--- src/rtl/arf_rename_multi.sv ---
// Multi-slot architectural register file with rename table (data/busy/tag per register).
// Reads bypass same-cycle commits and forward renames from older slots in the dispatch group.
module arf_rename_multi #(
    parameter int REG_NUM      = 32,
    parameter int REG_SEL      = 5,
    parameter int DATA_LEN     = 32,
    parameter int RRF_SEL      = 6,
    parameter int DISP_WIDTH   = 2,
    parameter int COMMIT_WIDTH = 2
) (
    input  logic                             clk_i,
    input  logic                             reset_i,
    input  logic [DISP_WIDTH*REG_SEL-1:0]    rs1_i,
    input  logic [DISP_WIDTH*REG_SEL-1:0]    rs2_i,
    output logic [DISP_WIDTH*DATA_LEN-1:0]   rs1_arf_data_o,
    output logic [DISP_WIDTH*DATA_LEN-1:0]   rs2_arf_data_o,
    output logic [DISP_WIDTH-1:0]            rs1_arf_busy_o,
    output logic [DISP_WIDTH-1:0]            rs2_arf_busy_o,
    output logic [DISP_WIDTH*RRF_SEL-1:0]    rs1_arf_rrftag_o,
    output logic [DISP_WIDTH*RRF_SEL-1:0]    rs2_arf_rrftag_o,
    input  logic [DISP_WIDTH-1:0]            dst_en_setbusy_i,
    input  logic [DISP_WIDTH*REG_SEL-1:0]    dst_num_setbusy_i,
    input  logic [DISP_WIDTH*RRF_SEL-1:0]    dst_rrftag_setbusy_i,
    input  logic [COMMIT_WIDTH-1:0]          completed_we_i,
    input  logic [COMMIT_WIDTH*REG_SEL-1:0]  completed_dst_num_i,
    input  logic [COMMIT_WIDTH*RRF_SEL-1:0]  completed_dst_rrftag_i,
    input  logic [COMMIT_WIDTH*DATA_LEN-1:0] from_rrfdata_i,
    input  logic                             flush_i
);

    typedef struct packed {
        logic [DATA_LEN-1:0] data;
        logic                busy;
        logic [RRF_SEL-1:0]  tag;
    } read_t;

    logic [DATA_LEN-1:0] r_data [REG_NUM];
    logic                r_busy [REG_NUM];
    logic [RRF_SEL-1:0]  r_tag  [REG_NUM];

    // Loops run oldest to youngest so the youngest match is the one left standing.
    function automatic read_t readOperand(input logic [REG_SEL-1:0] rs, input int slot);
        read_t res;
        res.data = r_data[rs];
        res.busy = r_busy[rs];
        res.tag  = r_tag[rs];
        for (int c = 0; c < COMMIT_WIDTH; c++) begin
            if (completed_we_i[c] && (rs != '0) &&
                (completed_dst_num_i[c*REG_SEL +: REG_SEL] == rs)) begin
                res.data = from_rrfdata_i[c*DATA_LEN +: DATA_LEN];
                if (completed_dst_rrftag_i[c*RRF_SEL +: RRF_SEL] == r_tag[rs]) begin
                    res.busy = 1'b0;
                end
            end
        end
        for (int j = 0; j < DISP_WIDTH; j++) begin
            if ((j < slot) && dst_en_setbusy_i[j] && (rs != '0) &&
                (dst_num_setbusy_i[j*REG_SEL +: REG_SEL] == rs)) begin
                res.busy = 1'b1;
                res.tag  = dst_rrftag_setbusy_i[j*RRF_SEL +: RRF_SEL];
            end
        end
        return res;
    endfunction

    for (genvar k = 0; k < DISP_WIDTH; k++) begin : g_read
        read_t w_rd1;
        read_t w_rd2;

        assign w_rd1 = readOperand(rs1_i[k*REG_SEL +: REG_SEL], k);
        assign w_rd2 = readOperand(rs2_i[k*REG_SEL +: REG_SEL], k);

        assign rs1_arf_data_o[k*DATA_LEN +: DATA_LEN]  = w_rd1.data;
        assign rs1_arf_busy_o[k]                       = w_rd1.busy;
        assign rs1_arf_rrftag_o[k*RRF_SEL +: RRF_SEL]  = w_rd1.tag;
        assign rs2_arf_data_o[k*DATA_LEN +: DATA_LEN]  = w_rd2.data;
        assign rs2_arf_busy_o[k]                       = w_rd2.busy;
        assign rs2_arf_rrftag_o[k*RRF_SEL +: RRF_SEL]  = w_rd2.tag;
    end

    // Later nonblocking writes win: commit clear < flush clear / dispatch set.
    always_ff @(posedge clk_i) begin
        if (reset_i) begin
            for (int r = 0; r < REG_NUM; r++) begin
                r_data[r] <= '0;
                r_busy[r] <= 1'b0;
                r_tag[r]  <= '0;
            end
        end else begin
            for (int c = 0; c < COMMIT_WIDTH; c++) begin
                if (completed_we_i[c] && (completed_dst_num_i[c*REG_SEL +: REG_SEL] != '0)) begin
                    r_data[completed_dst_num_i[c*REG_SEL +: REG_SEL]] <=
                        from_rrfdata_i[c*DATA_LEN +: DATA_LEN];
                    if (completed_dst_rrftag_i[c*RRF_SEL +: RRF_SEL] ==
                        r_tag[completed_dst_num_i[c*REG_SEL +: REG_SEL]]) begin
                        r_busy[completed_dst_num_i[c*REG_SEL +: REG_SEL]] <= 1'b0;
                    end
                end
            end
            if (flush_i) begin
                for (int r = 0; r < REG_NUM; r++) begin
                    r_busy[r] <= 1'b0;
                end
            end else begin
                for (int k = 0; k < DISP_WIDTH; k++) begin
                    if (dst_en_setbusy_i[k] && (dst_num_setbusy_i[k*REG_SEL +: REG_SEL] != '0)) begin
                        r_busy[dst_num_setbusy_i[k*REG_SEL +: REG_SEL]] <= 1'b1;
                        r_tag[dst_num_setbusy_i[k*REG_SEL +: REG_SEL]]  <=
                            dst_rrftag_setbusy_i[k*RRF_SEL +: RRF_SEL];
                    end
                end
            end
        end
    end

endmodule

--- config.mk ---
export PLATFORM = sky130hd
export DESIGN_NAME = arf_rename_multi
export DESIGN_NICKNAME = d
export VERILOG_FILES = /design/src/rtl/arf_rename_multi.sv
export SDC_FILE = /design/constraint.sdc
export NUM_CORES = 2
export LEC_CHECK = 0
export BUFFER_PORTS_ARGS = -buffer_cell sky130_fd_sc_hd__buf_2
export CORE_AREA = 2 2 492 494
export DETAILED_ROUTE_END_ITERATION = 12
export DIE_AREA = 0 0 494 496
export GPL_TIMING_DRIVEN = 0
export PLACE_DENSITY = 0.55
export REMOVE_ABC_BUFFERS = 1
export SLEW_MARGIN = 40
export SYNTH_ARGS = -nofsm -noshare
export SYNTH_HDL_FRONTEND = slang
export SYNTH_SLANG_ARGS = --single-unit
--- constraint.sdc ---
create_clock -name clk_i -period 5.7 [get_ports clk_i]
set_clock_uncertainty 0.15 [all_clocks]
set_input_delay 0.57 -clock clk_i [delete_from_list [all_inputs] [get_ports clk_i]]
set_output_delay 0.57 -clock clk_i [all_outputs]
set_load 0.02 [all_outputs]
==> results.md <==
* Post-synthesis cell count at between 6k and 7k
* Via count at around 81k
* Leak pwr at 38.7 nW
* Area Growth Syn to Fin at 17.1%
* Multi-input gate area at 57400 µm²
* CP endpoint kind: output pin
* Worst hold slack at around 0.17 ns
* Drt pass-1 iters at 7
* Initial antenna violation count at 18
* DP Wirelength at between 300000 and 400000 µm
* RSZ-0062 raised after global routing: false
* Synth area leader: edfxtp_1
* Tmin final at ~5.6 ns
* Most used routing layer in global routing: met2
* Critical path class: in -> out
* Hold Path Sink: r_busy[15]$_DFF_P_
* Peak supply drop at 0.333 mV
* Post-Synth Simple-Gate Area at 0.0379
* Clk Latency, worst-skew pair at roughly 0.84 ns
* DRC Markers at 0
* Share of layout cells above drive strength 1 at 0.423
* Setup repair bufs after CTS at 0
* Design Area, Final at 115000 µm²
* Post-synth cell types at a little over 60
* Area occupied by registers at between 30000 and 40000 µm²
* RePlAce Congestion at between 0.9 and 1
* DRT iter0 DRCs at 14.7k
* DRT Wirelength at 472000 µm
* Layout fillers at approximately 20k
* Sink Count at roughly 1.2k
* Crit path max fanout at 52
* PortBufs at 290
* # IOs at 291
* Avg Cell Area, Syn at 14.5 µm²
* Adder-Cell Fraction of Synth Area at 0
* R2R Path End: r_busy[24]$_DFF_P_
* First-pass GRT wire length at 640000 µm
* Final Cycle Share at 0.988
* Mux cell area share after synthesis at 0.396
* DP Cell Count at 9885
* Register area share after synthesis at 0.380
* Power Total at around 28 mW
* Synth Area in Compound Gates at 0.133
* Max transition margin at 0.349
* R2R setup slack at 1.75 ns
* Routed length per placed instance at 46.4 µm
* HP Start: flush_i
* Post-Syn Area at 97800 µm²
* Met2 usage at 0.546
* Ys async rst share at 0
* Core footprint at 240000 µm²
* Post-DRT Antenna Nets at 0
* Cell area after placement at between 100000 and 150000 µm²
* CTS Buffer Depth at 3
* Synth cell count leaders: mux4_2 (1602), edfxtp_1 (1216), a22o_1 (1139)
* Arrival time worst endpoint at ~4.9 ns
* # nets final at about 7.0k
* Top-count cell post-synth: mux4_2
* Worst min path class: in -> reg
* Crit. Startpoint: rs2_i[6]
* Largest net degree at the start of global routing at 73
* CTS buffer count at 154
* Number of cells on the worst reg-to-reg path at 9
* Clock Tree Root: clkbuf_16
* CP Launch Type: input port
* M1 GR Usage at 0.481
* WP data required at 4.98 ns
* Share of the synthesized area in the top cell type at 0.373
* Setup violations, final at 0
* Worst slew pin tran at 0.977 ns
* Worst r2r src: r_tag[18][5]$_DFFE_PP_
* DIE AREA at between 200000 and 250000 µm²
* Initial Util at 0.408
* CTS clk-pin slew, worst paths at roughly 0.060 ns
* CTS tree: yes
* Synthesized flop and latch total at 1248
* Hold Path Depth at 4
* Status: completed
* Top FF cell, synth: edfxtp_1
* Global routing usage on met3 at 0.154
* Slew Limit Fails at 0
* Via density at 7.94
* Die Y at 496 µm
* Number of flops mapped to enable cells by yosys at 1216
* Total GRT Usage at 0.379
* Core Rows at 180
* Pwr/cell area at roughly 240 nW/µm²
* Synth area leaders: edfxtp_1 (37%), mux4_2 (37%), a22o_1 (10%)
* Core Util, Final at 0.478
* Count of final hold-check violations at 0
* Total gr overflow at 0
* Max-cap viol count at 0
* Cell Count, Final, Fillers Out at 10.2k
* Yosys warnings at 0
* Die Width at 494 µm
* Xor and xnor area share after synthesis at 0.00895
* Largest family of logic cells by synthesized area: multiplexers
* H-tree level count at 4
* Number of global-route vias before repair at 76.6k
* Fmax achieved at 0.178 GHz
critical path, cell delays in order:
cell	delay, ns
buf_8	0.30
buf_16	0.35
buf_16	0.33
or4_1	0.18
nor2_1	0.15
nor4_2	0.42
buf_2	0.29
buf_2	0.25
buf_2	0.21
buf_2	0.21
buf_4	0.21
buf_2	0.23
buf_2	0.21
buf_2	0.21
buf_2	0.21
nand2_1	0.07
o21ai_1	0.13
buf_2	0.19
registers in the layout (all words and copies together), names as in the netlist:
name,count
r_data,1024
r_busy,32
r_tag,192
metrics by stage:
stage                     TNS [ns]  setup WS (ns)
after global routing             0         0.0195
final                            0         0.0670
after floorplan             -41.35          -1.26
after global placement           -         -26.89
after detailed placement         0         0.0733
after CTS                        0         0.0701
what timing repair did:
action / in CTS / in global routing
hold buffers: 1 / 0
gates resized for setup: 0 / 3
endpoints found under the hold margin: 11 / 0
endpoints found under the setup margin: 0 / 1
cell usage in the layout (no fill, tap or decap), types with 131 or more instances in the layout:
| cell | n |
|---|---|
| mux2i_1 | 238 |
| edfxtp_1 | 1216 |
| clkbuf_16 | 158 |
| mux4_2 | 1602 |
| a22o_1 | 1139 |
| buf_16 | 158 |
| buf_4 | 229 |
| buf_2 | 384 |
| nor2_1 | 154 |
| nand2_1 | 302 |
| o21ai_1 | 131 |
| buf_8 | 147 |
worst max-delay path by stage:
stage	endpoint	slack, ns
2_1_floorplan	rs2_arf_data_o[32]	-1.26
6_report	rs2_arf_data_o[62]	0.07
5_1_grt	rs2_arf_data_o[62]	0.02
3_3_place_gp	rs2_arf_data_o[61]	-26.89
3_5_place_dp	rs1_arf_busy_o[1]	0.07
4_1_cts	rs1_arf_busy_o[1]	0.07
final cells by class:
type / instances / area share
Tap cell: 3185 / 0.0348
Timing Repair Buffer: 960 / 0.0952
Clock inverter: 85 / 0.00675
Clock buffer: 188 / 0.0353
Antenna cell: 10 / 0.000219
Multi-Input combinational cell: 4441 / 0.501
Inverter: 55 / 0.00180
Sequential cell: 1248 / 0.324
layer usage:
metal | share of wire | up-vias
li1 | - | 29252
met1 | 0.34 | 41078
met2 | 0.43 | 8499
met3 | 0.16 | 1892
met4 | 0.073 | 26
met5 | 0.00058 | -
report_power, final:
group          switching, mW  internal (mW)  leakage, nW
Sequential             0.561           10.6         11.9
Combinational           3.76           3.02         24.4
Clock                   4.23           5.58         2.35
logic make-up (layout without fill, tap and decap cells):
logic type             after synthesis  after routing
XOR/XNOR                           100            100
other                                1             48
buffers and inverters             1091           1288
flip-flops                        1248           1248
multiplexers                      1861           1861
AND/OR/NAND/NOR                    808            808
AO/OA/AOI/OAI                     1634           1634
Power figures use the tool's default switching activity.
